===== src/rtl/axis_pkg.sv =====
// Shared AXI-stream helper package: ASCII control characters used by the
// stream formatters that feed the RS-232 transmitter.
package axis_pkg;

    localparam logic [7:0] CHAR_SPACE = 8'h20;
    localparam logic [7:0] CHAR_CR    = 8'h0D;
    localparam logic [7:0] CHAR_LF    = 8'h0A;

endpackage


===== src/rtl/axis_hex_formatter_hex_digit.sv =====
// hex_digit: converts one nibble into its ASCII hex digit.
// Purely combinational; uppercase selects 'A'-'F' over 'a'-'f'.
module hex_digit (
    input  logic [3:0] value,
    input  logic       uppercase,
    output logic [7:0] ascii
);

    // '0'-'9' sit at 8'h30; letters are offset so that value 10 lands on 'A' or 'a'
    always_comb begin
        if (value < 4'd10) begin
            ascii = 8'h30 + {4'h0, value};
        end else begin
            ascii = (uppercase ? 8'h37 : 8'h57) + {4'h0, value};
        end
    end

endmodule


===== src/rtl/axis_hex_formatter.sv =====
// axis_hex_formatter: turns a byte stream into printable hex text.
// Each byte becomes two hex digits followed by a space, or by CR LF when the
// byte completes a line of PER_LINE bytes.
// Optional feature: define AXIS_HEX_FORMATTER_TLAST_EN to add an ilast input
// that forces CR LF after the flagged byte and restarts the column.
//
// state | meaning
// IDLE  | waiting for an input byte, iready high, ovalid low
// HI    | presenting the high-nibble digit
// LO    | presenting the low-nibble digit
// SEP   | presenting the space separator
// CR    | presenting carriage return
// LF    | presenting line feed
module axis_hex_formatter
    import axis_pkg::*;
#(
    parameter int PER_LINE  = 16,
    parameter int UPPERCASE = 1
) (
    input  logic       clock,
    input  logic       resetn,
    input  logic [7:0] idata,
    input  logic       ivalid,
`ifdef AXIS_HEX_FORMATTER_TLAST_EN
    input  logic       ilast,
`endif
    output logic       iready,
    output logic [7:0] odata,
    output logic       ovalid,
    input  logic       oready
);

    localparam int               COL_W    = $clog2(PER_LINE + 1);
    localparam logic [COL_W-1:0] LINE_END = COL_W'(PER_LINE);
    localparam logic [COL_W-1:0] COL_ONE  = COL_W'(1);
    localparam logic             UC       = (UPPERCASE != 0);

    typedef enum logic [2:0] {
        IDLE = 3'd0,
        HI   = 3'd1,
        LO   = 3'd2,
        SEP  = 3'd3,
        CR   = 3'd4,
        LF   = 3'd5
    } state_t;

    state_t           state, state_nxt;
    logic             iready_r, iready_nxt;
    logic             ovalid_r, ovalid_nxt;
    logic [7:0]       odata_r, odata_nxt;
    logic [COL_W-1:0] column, column_nxt;
    logic [7:0]       hold, hold_nxt;
    logic             line_end;
    logic             in_xfer;
    logic             out_xfer;
    logic [3:0]       hi_nib;
    logic [7:0]       hi_char;
    logic [7:0]       lo_char;
`ifdef AXIS_HEX_FORMATTER_TLAST_EN
    logic             hold_last, hold_last_nxt;
`endif

    assign in_xfer  = ivalid & iready_r;
    assign out_xfer = ovalid_r & oready;

`ifdef AXIS_HEX_FORMATTER_TLAST_EN
    assign line_end = (column == LINE_END) | hold_last;
`else
    assign line_end = (column == LINE_END);
`endif

    // In IDLE the high digit comes straight from idata so it can be registered
    // in the transfer cycle; afterwards it is regenerated from the holding register.
    assign hi_nib = (state == IDLE) ? idata[7:4] : hold[7:4];

    hex_digit u_hi_digit (
        .value     (hi_nib),
        .uppercase (UC),
        .ascii     (hi_char)
    );

    hex_digit u_lo_digit (
        .value     (hold[3:0]),
        .uppercase (UC),
        .ascii     (lo_char)
    );

    // State, registered handshakes, output character, column and holding register
    always_ff @(posedge clock or negedge resetn) begin
        if (!resetn) begin
            state     <= IDLE;
            iready_r  <= 1'b0;
            ovalid_r  <= 1'b0;
            odata_r   <= 8'h00;
            column    <= '0;
            hold      <= 8'h00;
`ifdef AXIS_HEX_FORMATTER_TLAST_EN
            hold_last <= 1'b0;
`endif
        end else begin
            state     <= state_nxt;
            iready_r  <= iready_nxt;
            ovalid_r  <= ovalid_nxt;
            odata_r   <= odata_nxt;
            column    <= column_nxt;
            hold      <= hold_nxt;
`ifdef AXIS_HEX_FORMATTER_TLAST_EN
            hold_last <= hold_last_nxt;
`endif
        end
    end

    // Next state and next values of every registered output
    always_comb begin
        state_nxt     = state;
        odata_nxt     = odata_r;
        column_nxt    = column;
        hold_nxt      = hold;
`ifdef AXIS_HEX_FORMATTER_TLAST_EN
        hold_last_nxt = hold_last;
`endif
        case (state)
            IDLE: begin
                if (in_xfer) begin
                    state_nxt  = HI;
                    hold_nxt   = idata;
                    column_nxt = column + COL_ONE;
                    odata_nxt  = hi_char;
`ifdef AXIS_HEX_FORMATTER_TLAST_EN
                    hold_last_nxt = ilast;
`endif
                end
            end
            HI: begin
                if (out_xfer) begin
                    state_nxt = LO;
                    odata_nxt = lo_char;
                end else begin
                    odata_nxt = hi_char;
                end
            end
            LO: begin
                if (out_xfer) begin
                    if (line_end) begin
                        state_nxt  = CR;
                        odata_nxt  = CHAR_CR;
                        column_nxt = '0;
                    end else begin
                        state_nxt  = SEP;
                        odata_nxt  = CHAR_SPACE;
                    end
                end
            end
            SEP: begin
                if (out_xfer) begin
                    state_nxt = IDLE;
                end
            end
            CR: begin
                if (out_xfer) begin
                    state_nxt = LF;
                    odata_nxt = CHAR_LF;
                end
            end
            LF: begin
                if (out_xfer) begin
                    state_nxt = IDLE;
                end
            end
            default: begin
                state_nxt = IDLE;
            end
        endcase
        iready_nxt = (state_nxt == IDLE);
        ovalid_nxt = (state_nxt != IDLE);
    end

    assign iready = iready_r;
    assign ovalid = ovalid_r;
    assign odata  = odata_r;

endmodule


===== config.mk =====
export PLATFORM = sky130hd
export DESIGN_NAME = axis_hex_formatter
export DESIGN_NICKNAME = d
export VERILOG_FILES = /design/src/rtl/axis_pkg.sv /design/src/rtl/axis_hex_formatter_hex_digit.sv /design/src/rtl/axis_hex_formatter.sv
export SDC_FILE = /design/constraint.sdc
export NUM_CORES = 1
export LEC_CHECK = 0
export ABC_AREA = 1
export CAP_MARGIN = 20
export CORE_MARGIN = 4
export CORE_UTILIZATION = 58
export CTS_CLUSTER_SIZE = 20
export DETAILED_ROUTE_END_ITERATION = 8
export GPL_TIMING_DRIVEN = 0
export PLACE_DENSITY = 0.82
export SLEW_MARGIN = 20
export SYNTH_ARGS = -nofsm -noshare
export SYNTH_HDL_FRONTEND = slang
export SYNTH_SLANG_ARGS = --single-unit

===== constraint.sdc =====
create_clock -name clock -period 5.25 [get_ports clock]
set_input_delay 0.7875 -clock clock [delete_from_list [all_inputs] [get_ports clock]]
set_output_delay 0.7875 -clock clock [all_outputs]
set_load 0.02 [all_outputs]

# After elaboration in Yosys (flattened, before gate mapping)
# Index checks and enable logic that the tools add are counted.
[word_totals]
word_cells = 54
reg_bits = 26
ram_bits = 0
memories = 0
input_bits = 12
mem_bits_ro = 0
output_inout_bits = 10
latchBits = 0
[op_classes]
bitwise = 2
shift = 0
add_sub_neg = 5
n_mul = 0
n_lt_le_gt_ge = 2
n_mux = 20
n_reduce_logical = 9
n_eq_ne = 10
div = 0
[ops]
columns = ["op", "count"]
rows = [
  ["two-way mux 8 bit", 6],
  ["one-hot mux 8 bit (4 select lines)", 1],
  ["adder 6 x 4 -> 7 bit, first input constant", 4],
  ["two-way mux 3 bit", 6],
  ["two-way mux 5 bit", 3],
  ["one-hot mux 3 bit (5 select lines)", 1],
  ["one-hot mux 5 bit (2 select lines)", 1],
  ["less-than comparator 4 bit, second input constant", 2],
  ["inequality test 2 bit, second input constant", 4],
  ["AND reduction 4 bit", 2],
  ["equality test 3 x 2 -> 1 bit, second input constant", 2],
  ["equality test 3 bit, second input constant", 2],
  ["logical NOT 3 bit", 2],
  ["two-way mux 6 bit", 1],
  ["adder 5 x 1 -> 5 bit, second input constant", 1],
  ["equality test 5 bit, second input constant", 1],
  ["two-way mux 4 bit", 1],
  ["nonzero test 4 bit", 1],
  ["equality test 3 x 1 -> 1 bit, second input constant", 1],
  ["nonzero test 3 bit", 1],
  ["AND 1 bit", 2],
  ["AND reduction 2 bit", 1],
  ["nonzero test 2 bit", 1],
  ["OR reduction 2 bit", 1],
]

# Longest topological paths before layout
# Gate-level depths: netlist of run 1.
[logic_depth]
ltp_word = 6
mapped_depth = 11
depth_no_buf = 11

# By module
# From an unflattened synthesis of run 1, not the netlist that was laid out.
[unflattened]
hier_cells = 288
area_unflattened_um2 = 1911.8
[by_module_without_submodules]
columns = ["module", "n_inst", "area_per_inst_um2", "seq_area_each_um2", "cells_each"]
rows = [
  ["axis_hex_formatter", 1, 1624.1, 650.6, 228],
  ["hex_digit", 2, 143.9, 0.0, 30],
]

# Worst setup path before layout of run 1
# OpenSTA, ideal clock, no wires.
[synth_path]
path_type = "input port to flip-flop"
startpoint = "in oready"
endpoint = "reg odata_r[3], in the netlist odata[3]"
arrival_time_ps = 1772
cell_stages = 9
t_required_ps = 5134
n_path_buf = 1
path_slack_ps = 3361
setup_time_ps = 116
cell_sequence = "nand2_1 -> buf_2 -> clkinv_1 -> nor3_1 -> nand2_1 -> nand2_1 -> nand2_1 -> nand2_1 -> nand2_1"
[synth_between]
elab_chain_len = 3
elab_cells_between_ends = 6
cone_classes = "eq/ne: 2; mux: 2; bitwise: 1; reduce/logical: 1"
[synth_rtl]
columns = ["element", "line", "source"]
rows = [
  ["start: declaration", "axis_hex_formatter.sv:30", "input logic oready"],
  ["AND 1 bit (*)", "axis_hex_formatter.sv:64", "assign out_xfer = ovalid_r & oready;"],
  ["two-way mux 8 bit / inequality test 2 bit (equally long branches)", "-", ""],
  ["one-hot mux 8 bit (4 select lines) / AND reduction 4 bit (equally long branches)", "-", ""],
  ["end signal: assignment", "axis_hex_formatter.sv:104", "odata_r <= odata_nxt;"],
  ["end: declaration", "axis_hex_formatter.sv:50", "logic [7:0] odata_r, odata_nxt;"],
]
# Mark *: on every way between the ends. The rest lies on a longest branch, timed or not.
# A chain may end at the register's enable or synchronous reset.

# Worst setup path after layout of run 1
# Same ends and word-level chain as after synthesis.

==> run_results.csv, run 1 <==
group,metric,value,unit
drt,vias,1561,
global_route,antenna_found_initial,0,
critical_path,worstPathMaxFanout,10,
timing,period_share,43.6,%
power,combPwrFrac,68.1,%
yosys,ys_top_cells_by_count,"71 x nand2_1, 26 x nand3_1, 25 x dfrtp_1, 17 x inv_1, 13 x o21ai_0",
yosys,ys.flop_type,"dfrtp_1",
power,clock_power_share,6.4,%
critical_path,r2r_slack,3.26,ns
yosys,yosys.area.top_type,"dfrtp_1",
yosys,synth_seq_cells,25,
yosys,yosysMostFrequentCell,"nand2_1",
placement,portBuffers,20,
critical_path,cpPeakStageDelay,0.41,ns
floorplanning,rows,18,
cts,htreeDepth,1,
timing,worst_slew_pin_slew,0.541,ns
critical_path,reg2reg_depth,10,
power,internal_power,0.000654,W
global_route,grt_max_degree,26,
timing,whs,0.421,ns
timing,fmax,0.436,GHz
outcome,status,"complete, no violations",
finish,diodes,0,
floorplanning,die_x,60.8,um
floorplanning,dieArea,3700,sq um
critical_path,path_depth,10,
yosys,ys_seq_area_share,38.7,%
floorplanning,io-pin-count,22,
finish,drive_gt1_share,11.0,%
yosys,yosysUniqueCellTypes,32,
yosys,synth_edf_count,0,
critical_path,critPathTopFamily,"buffers and inverters",
power,p_seq_share,25.5,%
critical_path,cp_cell_sequence,"clkdlybuf4s50_1, nand2_1, buf_2, clkinv_1, nor3_1, nand2_1, nand2_1, nand2_1, nand2_1, nand2_1",
critical_path,worst_path_most_repeated_cell,"nand2_1",
global_route,grt-ovfl-total,0,
yosys,synth_simple_gate_area_share,38.5,%
critical_path,rr_endpoint,"odata[2]",
timing,skew,0.00902,ns
timing,setup_tns,0,ns
yosys,muxShareOfSynthArea,0,%
yosys,synth_adder_area_share,3.10,%
power,peakVddDrop,0.000516,V
timing,hold_viol,0,
finish,nNetsFinal,262,
cts,clock_latency,0.32,ns
cts,postCtsSetupRepairBufs,0,
drt,drt_iter0_markers,118,
cts,hold_buffers,0,
critical_path,path_class,"in -> reg",
min_path,worstHoldPathType,"in -> async",
drt,firstDrtPassIters,5,
cts,cts.clk_slew.worst_paths,0.14,ns
critical_path,slowest_stage,"clkdlybuf4s50_1",
yosys,synth_top_area_share,38.7,%
cts,tritoncts,"built",
floorplanning,die_h,60.8,um
global_route,grt_use_total,21.4,%
power,p_switching,0.000713,W
timing,relSlewSlack,63.9,%
yosys,yosysWarnings,0,
yosys,avgSynthCellArea,7.31,sq um
yosys,synth_nets,237,
yosys,yosys-top-cells-area,"dfrtp_1 39%, nand2_1 16%, nand3_1 8.0%",
timing,report.final.slew_viol_count,0,
timing,fin_crit,2.29,ns
global_route,grt_pass1_vias,1403,
drt,ant_nets,0,
power,switching_share,52.2,%
power,p_leak,0.934,nW
yosys,synth-xor-area-share,1.63,%
critical_path,cp-end-kind,"register",
cts,cts_buffer_depth,2,
placement,place.gp.congestion,0.937,
yosys,async_reset_ff_share,100,%
cts,cts_resized,0,
critical_path,critPathBufInv,3,
yosys,synth_top_family_by_area,"simple AND/OR/NAND/NOR gates",
floorplanning,initial_core_util,63.0,%
cts,numCtsBuffers,3,
placement,dp_hpwl,2870,um
drt,drc,0,
cts,clock-sinks,25,
drt,wire_per_inst,13.4,um
timing,rsz0062_at_grt,"false",
drt,routed_wl,3690,um
critical_path,crit_path_end,"odata[3]",
yosys,synth_compound_area_share,11.5,%
cts,cts_root_buf,"clkbuf_4",
yosys,synth_cells,221,
critical_path,cp-start-kind,"primary input",
timing,setup_viol,0,
critical_path,cp-startpoint,"oready",
flow_run,maxCapViolCount,0,
finish,syn2layout_area_growth,16.1,%
critical_path,timing.rr.start,"state[1]",
power,powerDensity,728,nW/um^2
yosys,netlist_area,1620,sq um
global_route,grt_pass1_wl,6060,um
critical_path,cp.arrival,2.52,ns
floorplanning,fp.coreArea,2570,sq um
drt,vias_per_cell,5.68,
critical_path,cp.required,5.48,ns
==> layer usage <==
metal  vias up  share of wire (%)  wire, um  global-route usage [%]
li1        775                  -         -                       -
met1       705                 44      1610                    28.9
met2        70                 47      1730                    35.3
met3        11                7.5       276                    2.34
met4         0                2.1        78                    8.36
met5         -                  0         0                       0
==> worst min path at each step <==
stage,startpoint,end,slack (ns),cells after the start
final,resetn,odata[2],0.42,1
after global routing,resetn,column[2],0.45,1
after CTS,odata[3],odata[3],0.50,2
after detailed placement,odata[3],odata[3],0.47,2
after global placement,hold[7],hold[7],0.46,2
after floorplan,hold[7],hold[7],0.44,2
==> metrics by stage <==
stage / utilization (%) / power (W) / std cells / setup slack, ns / area [sq um]
floorplan: - / 0.00103 / 221 / 3.36 / 1620
global placement: 72.2 / 0.00123 / 271 / 2.71 / 1850
detailed placement: 72.2 / 0.00127 / 271 / 2.65 / 1850
CTS: 73.3 / 0.00136 / 275 / 3.00 / 1880
global route: 73.1 / 0.00150 / 275 / 2.90 / 1880
finish: 73.1 / 0.00137 / 275 / 2.96 / 1880
==> layout by cell type (no fill, tap or decap), types with 2 or more instances in the layout <==
| cell | count |
|---|---|
| nand2_1 | 71 |
| nand3_1 | 26 |
| dfrtp_1 | 25 |
| clkdlybuf4s50_1 | 19 |
| inv_1 | 17 |
| o21ai_0 | 13 |
| a21oi_1 | 12 |
| nor2_1 | 10 |
| ha_1 | 4 |
| nor2_4 | 3 |
| nand2_4 | 3 |
| nand2_2 | 3 |
| buf_2 | 3 |
| inv_2 | 3 |
| nand4_1 | 3 |
| clkbuf_4 | 3 |
| or2_2 | 2 |
| nand3b_1 | 2 |
| nand3_2 | 2 |
| a31oi_1 | 2 |
| nor3_1 | 2 |
| o21ai_1 | 2 |
| xor2_1 | 2 |
| o31ai_1 | 2 |
==> final cells by class <==
type,instances,area (sq um)
Multi-Input combinational cell,171,888
Tap cell,30,37.5
Clock buffer,3,22.5
Inverter,22,85.1
Sequential cell,25,626
Timing Repair Buffer,20,195
Buffer,3,17.5
Fill cell,225,691
Clock inverter,1,5.00
==> registers in the layout, summed over array words and instances, names as in the netlist <==
| register | cells |
|---|---|
| iready | 1 |
| column | 5 |
| hold | 8 |
| odata | 7 |
| ovalid | 1 |
| state | 3 |
==> power by group through the flow <==
| stage | clock (W) | sequential, W | combinational, W |
|---|---|---|---|
| after floorplan | 0 | 0.000383 | 0.000647 |
| after global placement | 0 | 0.000347 | 0.000888 |
| after detailed placement | 0 | 0.000354 | 0.000915 |
| after CTS | 0.0000904 | 0.000349 | 0.000924 |
| after global routing | 0.0000985 | 0.000361 | 0.00104 |
| final | 0.0000872 | 0.000349 | 0.000931 |
==> cells by family (layout without fill, tap and decap cells) <==
logic type	after synthesis	count (layout)
and+or+nand+nor	129	129
AOI/OAI and AO/OA	34	34
DFF	25	25
buffers and inverters	25	49
adders and majority gates	4	4
xor gates and xnor gates	3	3
other	1	1
Power figures use the tool's default switching activity.
==> inputs of run 2 (changes only) <==
CORE_UTILIZATION = 49   (was 58)
PLACE_DENSITY = 0.73   (was 0.82)
clock period = 1.9 ns   (was 5.25 ns; I/O delays follow)
==> run_results.csv, run 2 (synthesized netlist as in run 1, its figures left out) <==
group,metric,value,unit
timing,fin_crit,1.84,ns
finish,drive_gt1_share,15.6,%
finish,largest_register_ffs,8,
timing,fin_ws,0.0598,ns
critical_path,worst_path_most_repeated_cell,"nand2_1",
placement,dp_hpwl,2690,um
critical_path,reg2reg_depth,10,
finish,multi_input_area,917,sq um
floorplanning,initial_core_util,52.1,%
floorplanning,die_x,65.4,um
timing,skew,0.00993,ns
placement,portBuffers,20,
critical_path,r2r_slack,0.06,ns
timing,report.final.slew_viol_count,0,
drt,vias,1526,
power,peakVddDrop,0.000860,V
timing,rsz0062_at_grt,"false",
finish,nNetsFinal,267,
power,powerDensity,1980,nW/um^2
drt,vias_per_cell,5.19,
critical_path,timing.rr.start,"state[0]",
power,p_switching,0.00202,W
global_route,grt-ovfl-total,0,
cts,numCtsBuffers,3,
power,clock_power_share,6.3,%
global_route,antenna_found_initial,0,
floorplanning,fp.coreArea,3100,sq um
finish,final_core_util,63.5,%
placement,pre_cts_ws,-0.151,ns
drt,firstDrtPassIters,5,
critical_path,cp-start-kind,"register",
global_route,grt_pass1_vias,1387,
power,internal_power,0.00188,W
global_route,grt_use_total,18.9,%
global_route,grt_max_degree,26,
power,combPwrFrac,69.0,%
cts,cts_root_buf,"clkbuf_4",
timing,period_share,96.9,%
timing,setup_viol,0,
critical_path,cp.arrival,2.08,ns
finish,syn2layout_area_growth,22.0,%
finish,final_common_cell,"nand2_1",
critical_path,worstPathMaxFanout,8,
cts,cts_buffer_depth,2,
floorplanning,die_h,65.4,um
drt,wire_per_inst,12.4,um
timing,fmax,0.543,GHz
critical_path,path_class,"reg -> reg",
critical_path,path_depth,10,
timing,hold_viol,0,
critical_path,cp_cell_sequence,"nor2_4, nand2_4, or2_2, nand2_1, ha_4, nand2_1, o21ai_2, nand2_1, nand3_1, nand2_1",
floorplanning,rows,20,
drt,ant_nets,0,
timing,relSlewSlack,62.6,%
timing,worst_slew_pin_slew,0.560,ns
cts,htreeDepth,1,
critical_path,critPathTopFamily,"simple AND/OR/NAND/NOR gates",
power,p_seq_share,24.7,%
global_route,grt_pass1_wl,6310,um
cts,clock-sinks,25,
drt,drc,0,
critical_path,critPathBufInv,0,
finish,diodes,0,
drt,drt_iter0_markers,120,
critical_path,cp-end-kind,"register",
critical_path,cpPeakStageDelay,0.46,ns
critical_path,cp.required,2.14,ns
flow_run,maxCapViolCount,0,
cts,clock_latency,0.33,ns
outcome,status,"complete, no violations",
power,switching_share,51.8,%
critical_path,slowest_stage,"dfrtp_2",
critical_path,rr_endpoint,"odata[2]",
min_path,worstHoldPathType,"in -> async",
drt,routed_wl,3630,um
cts,cts.clk_slew.worst_paths,0.14,ns
floorplanning,dieArea,4280,sq um
finish,fillers,310,
finish,regMostFlops,"hold",
timing,whs,0.456,ns
power,p_leak,0.951,nW
placement,place.gp.congestion,0.913,
finish,final_cell_mix,"71 x nand2_1, 24 x nand3_1, 22 x dfrtp_1",
floorplanning,io-pin-count,22,
cts,tritoncts,"built",
finish,regArea,629,sq um
-- run 2: cell types whose count changed in the layout (fill, tap and decap cells not counted), moves of 2 or more --
cell,before,now
nand3_2,2,4
dfrtp_2,0,3
dfrtp_1,25,22
nand3_1,26,24
buf_4,1,5
-- run 2: power by group through the flow --
stage                     sequential [W]  combinational [W]  clock [W]
after floorplan                  0.00106            0.00179          0
after global placement          0.000965            0.00250          0
after detailed placement        0.000975            0.00252          0
after CTS                       0.000962            0.00256   0.000250
after global routing             0.00100            0.00304   0.000275
final                           0.000964            0.00269   0.000246
-- run 2: stage by stage --
stage / instance area [sq um] / cells / total power (W) / TNS [ns]
after global placement: 1870 / 285 / 0.00346 / -0.547
after floorplan: 1620 / 221 / 0.00285 / 0
after detailed placement: 1870 / 285 / 0.00350 / -0.566
after CTS: 1910 / 291 / 0.00377 / 0
final: 1970 / 294 / 0.00390 / 0
after global routing: 1970 / 294 / 0.00432 / 0
-- run 2: timing repair --
item / CTS / global route
hold buffers: 1 / 0
gates cloned: 0 / 0
buffers inserted: 1 / 3
pin swaps: 1 / 0
gates resized for setup: 1 / 11
endpoints found under the setup margin: 4 / 5
hold endpoints to repair: 25 / 0
-- run 2: final cells by class --
cell class                 instances  share of cell area, %
sequential                        25                   31.9
multi-input combinational        171                   46.5
tap                               44                   2.79
timing repair buffer              25                   11.9
inverter                          22                   4.63
buffer                             3                  0.888
clock buffer                       4                   1.33
-- run 2: how the worst max path moves through the flow --
stage / start / to / slack (ns)
after floorplan: state[1] / odata[2] / 0.14
after global placement: oready / odata[3] / -0.16
after detailed placement: oready / odata[1] / -0.15
after CTS: state[0] / odata[2] / 0.02
after global routing: state[0] / odata[2] / 0.01
final: state[0] / odata[2] / 0.06
-- run 2: metal layers --
metal  up-vias  routed length, um  track usage (%)  part of all wire, %
li1        785                  -                -                    -
met3         5                227             2.74                  6.2
met2        50               1660             29.5                   46
met5         -                  0                0                    0
met1       686               1700             26.4                   47
met4         0                 48             7.25                  1.3
-- run 2: worst reg2reg max path, stage by stage, from the launching register on --
cell and delay (ns):
dfrtp_2 0.46, nor2_4 0.15, nand2_4 0.10, or2_2 0.29
nand2_1 0.14, ha_4 0.17, nand2_1 0.08, o21ai_2 0.17
nand2_1 0.07, nand3_1 0.09, nand2_1 0.05
==> inputs of run 3 (changes only) <==
CORE_ASPECT_RATIO = 0.8   (was unset)
SLEW_MARGIN = unset   (was 20)
==> run_results.csv, run 3 (synthesized netlist as in run 1, its figures left out) <==
group,metric,value,unit
cts,clock_latency,0.27,ns
critical_path,worst_path_most_repeated_cell,"nand2_1",
timing,whs,0.385,ns
outcome,status,"complete, no violations",
drt,vias_per_cell,5.27,
floorplanning,io-pin-count,22,
finish,drive_gt1_share,15.9,%
global_route,antenna_found_initial,0,
critical_path,path_class,"reg -> reg",
min_path,worstHoldPathType,"in -> async",
cts,htreeDepth,1,
drt,routed_wl,3670,um
power,powerDensity,1980,nW/um^2
timing,report.final.slew_viol_count,0,
timing,hold_viol,0,
finish,regArea,629,sq um
critical_path,cp.required,2.06,ns
flow_run,maxCapViolCount,0,
critical_path,worstPathMaxFanout,8,
floorplanning,rows,18,
drt,ant_nets,0,
global_route,grt_max_degree,15,
critical_path,cp-end-kind,"register",
drt,wire_per_inst,12.6,um
critical_path,critPathBufInv,0,
placement,place.gp.congestion,0.901,
floorplanning,dieArea,4290,sq um
global_route,grt_pass1_wl,6220,um
placement,portBuffers,20,
drt,firstDrtPassIters,5,
critical_path,cp-start-kind,"register",
finish,final_common_cell,"nand2_1",
drt,drc,0,
critical_path,critPathTopFamily,"simple AND/OR/NAND/NOR gates",
floorplanning,die_x,72.2,um
timing,setup_tns,0,ns
finish,fillers,315,
timing,setup_viol,0,
floorplanning,initial_core_util,51.6,%
timing,fmax,0.550,GHz
global_route,grt_pass1_vias,1362,
cts,cts_root_buf,"clkbuf_8",
critical_path,slowest_stage,"dfrtp_2",
critical_path,cp_cell_sequence,"nor2_4, nand2_4, or2_2, nand2_1, ha_2, nand2_1, o21ai_2, nand2_1, nand3_1, nand2_1",
finish,syn2layout_area_growth,23.1,%
floorplanning,die_h,59.4,um
cts,hold_buffers,0,
placement,place_area,1880,sq um
finish,largest_register_ffs,8,
floorplanning,fp.coreArea,3130,sq um
finish,design_area,1990,sq um
cts,cts.clk_slew.worst_paths,0.09,ns
finish,multi_input_area,902,sq um
finish,regMostFlops,"hold",
drt,vias,1533,
timing,skew,0.0107,ns
power,p_leak,0.971,nW
finish,nNetsFinal,268,
critical_path,cp.arrival,1.98,ns
power,peakVddDrop,0.000911,V
global_route,grt-ovfl-total,0,
cts,numCtsBuffers,3,
cts,clock-sinks,25,
cts,cts_buffer_depth,2,
global_route,grt_use_total,18.6,%
timing,fin_crit,1.82,ns
timing,worst_slew_pin_slew,0.606,ns
finish,diodes,0,
timing,relSlewSlack,59.5,%
drt,drt_iter0_markers,95,
finish,final_cell_mix,"71 x nand2_1, 26 x nand3_1, 22 x dfrtp_1",
placement,dp_hpwl,2860,um
cts,tritoncts,"built",
timing,period_share,95.6,%
critical_path,cpPeakStageDelay,0.44,ns
==> run 3: cell count changes in the layout (fill, tap and decap cells not counted), moves of 2 or more <==
cell,delta
nand3_1,+2
clkbuf_4,-3
nand3_2,-2
clkbuf_8,+3
==> run 3: per-stage QoR <==
stage	total power, W	utilization, %	worst slack [ns]	instances
finish	0.00394	63.5	0.0833	291
CTS	0.00386	61.8	0.00760	287
floorplan	0.00285	-	0.141	221
global placement	0.00343	59.6	-0.116	281
global route	0.00433	63.5	-0.000915	291
detailed placement	0.00350	60.1	-0.130	282
==> run 3: worst reg2reg max path, delay by kind of cell (launching register included) <==
kind	cells	cell delay (ns)
AND/OR/NAND/NOR	8	0.90
adder cells (fa/ha/maj)	1	0.20
AO/OA/AOI/OAI	1	0.17
flip-flops	1	0.44
==> run 3: path summary, 6_finish.rpt <==
path | from | slack [ns] | endpoint | cells past startpoint
max | state[0] | 0.08 | odata[2] | 10
min in group clock | hold[7] | 0.48 | hold[7] | 2
min | resetn | 0.39 | hold[2] | 1
min reg2reg | hold[7] | 0.48 | hold[7] | 2
max in group asynchronous | resetn | 1.01 | state[2] | 2
max reg2reg | state[0] | 0.08 | odata[2] | 10
==> run 3: repair_timing <==
| action | CTS | global route |
|---|---|---|
| endpoints found under the setup margin | 3 | 5 |
| pin swaps | 1 | 0 |
| endpoints found under the hold margin | 0 | 0 |
| buffers inserted | 1 | 4 |
| gates resized for setup | 0 | 9 |
| cloned | 0 | 0 |
==> run 3: area by class of cell <==
class,instances,area share [%]
clock buffer,3,2.08
timing repair buffer,26,12.7
sequential,25,31.6
tap,40,2.52
clock inverter,1,0.252
buffer,3,0.881
multi-input combinational,171,45.3
inverter,22,4.59
==> run 3: layer usage <==
metal	vias up	global-route usage (%)	share of wire [%]
li1	785	-	-
met1	683	26.3	49
met2	59	27.8	43
met3	6	5.42	6.4
met4	0	5.09	1.3
met5	-	0	0
==> run 3: power breakdown <==
group	internal, W	total, W	switching, W
Combinational	0.00100	0.00267	0.00167
Clock	0.000147	0.000320	0.000173
Sequential	0.000798	0.000953	0.000155
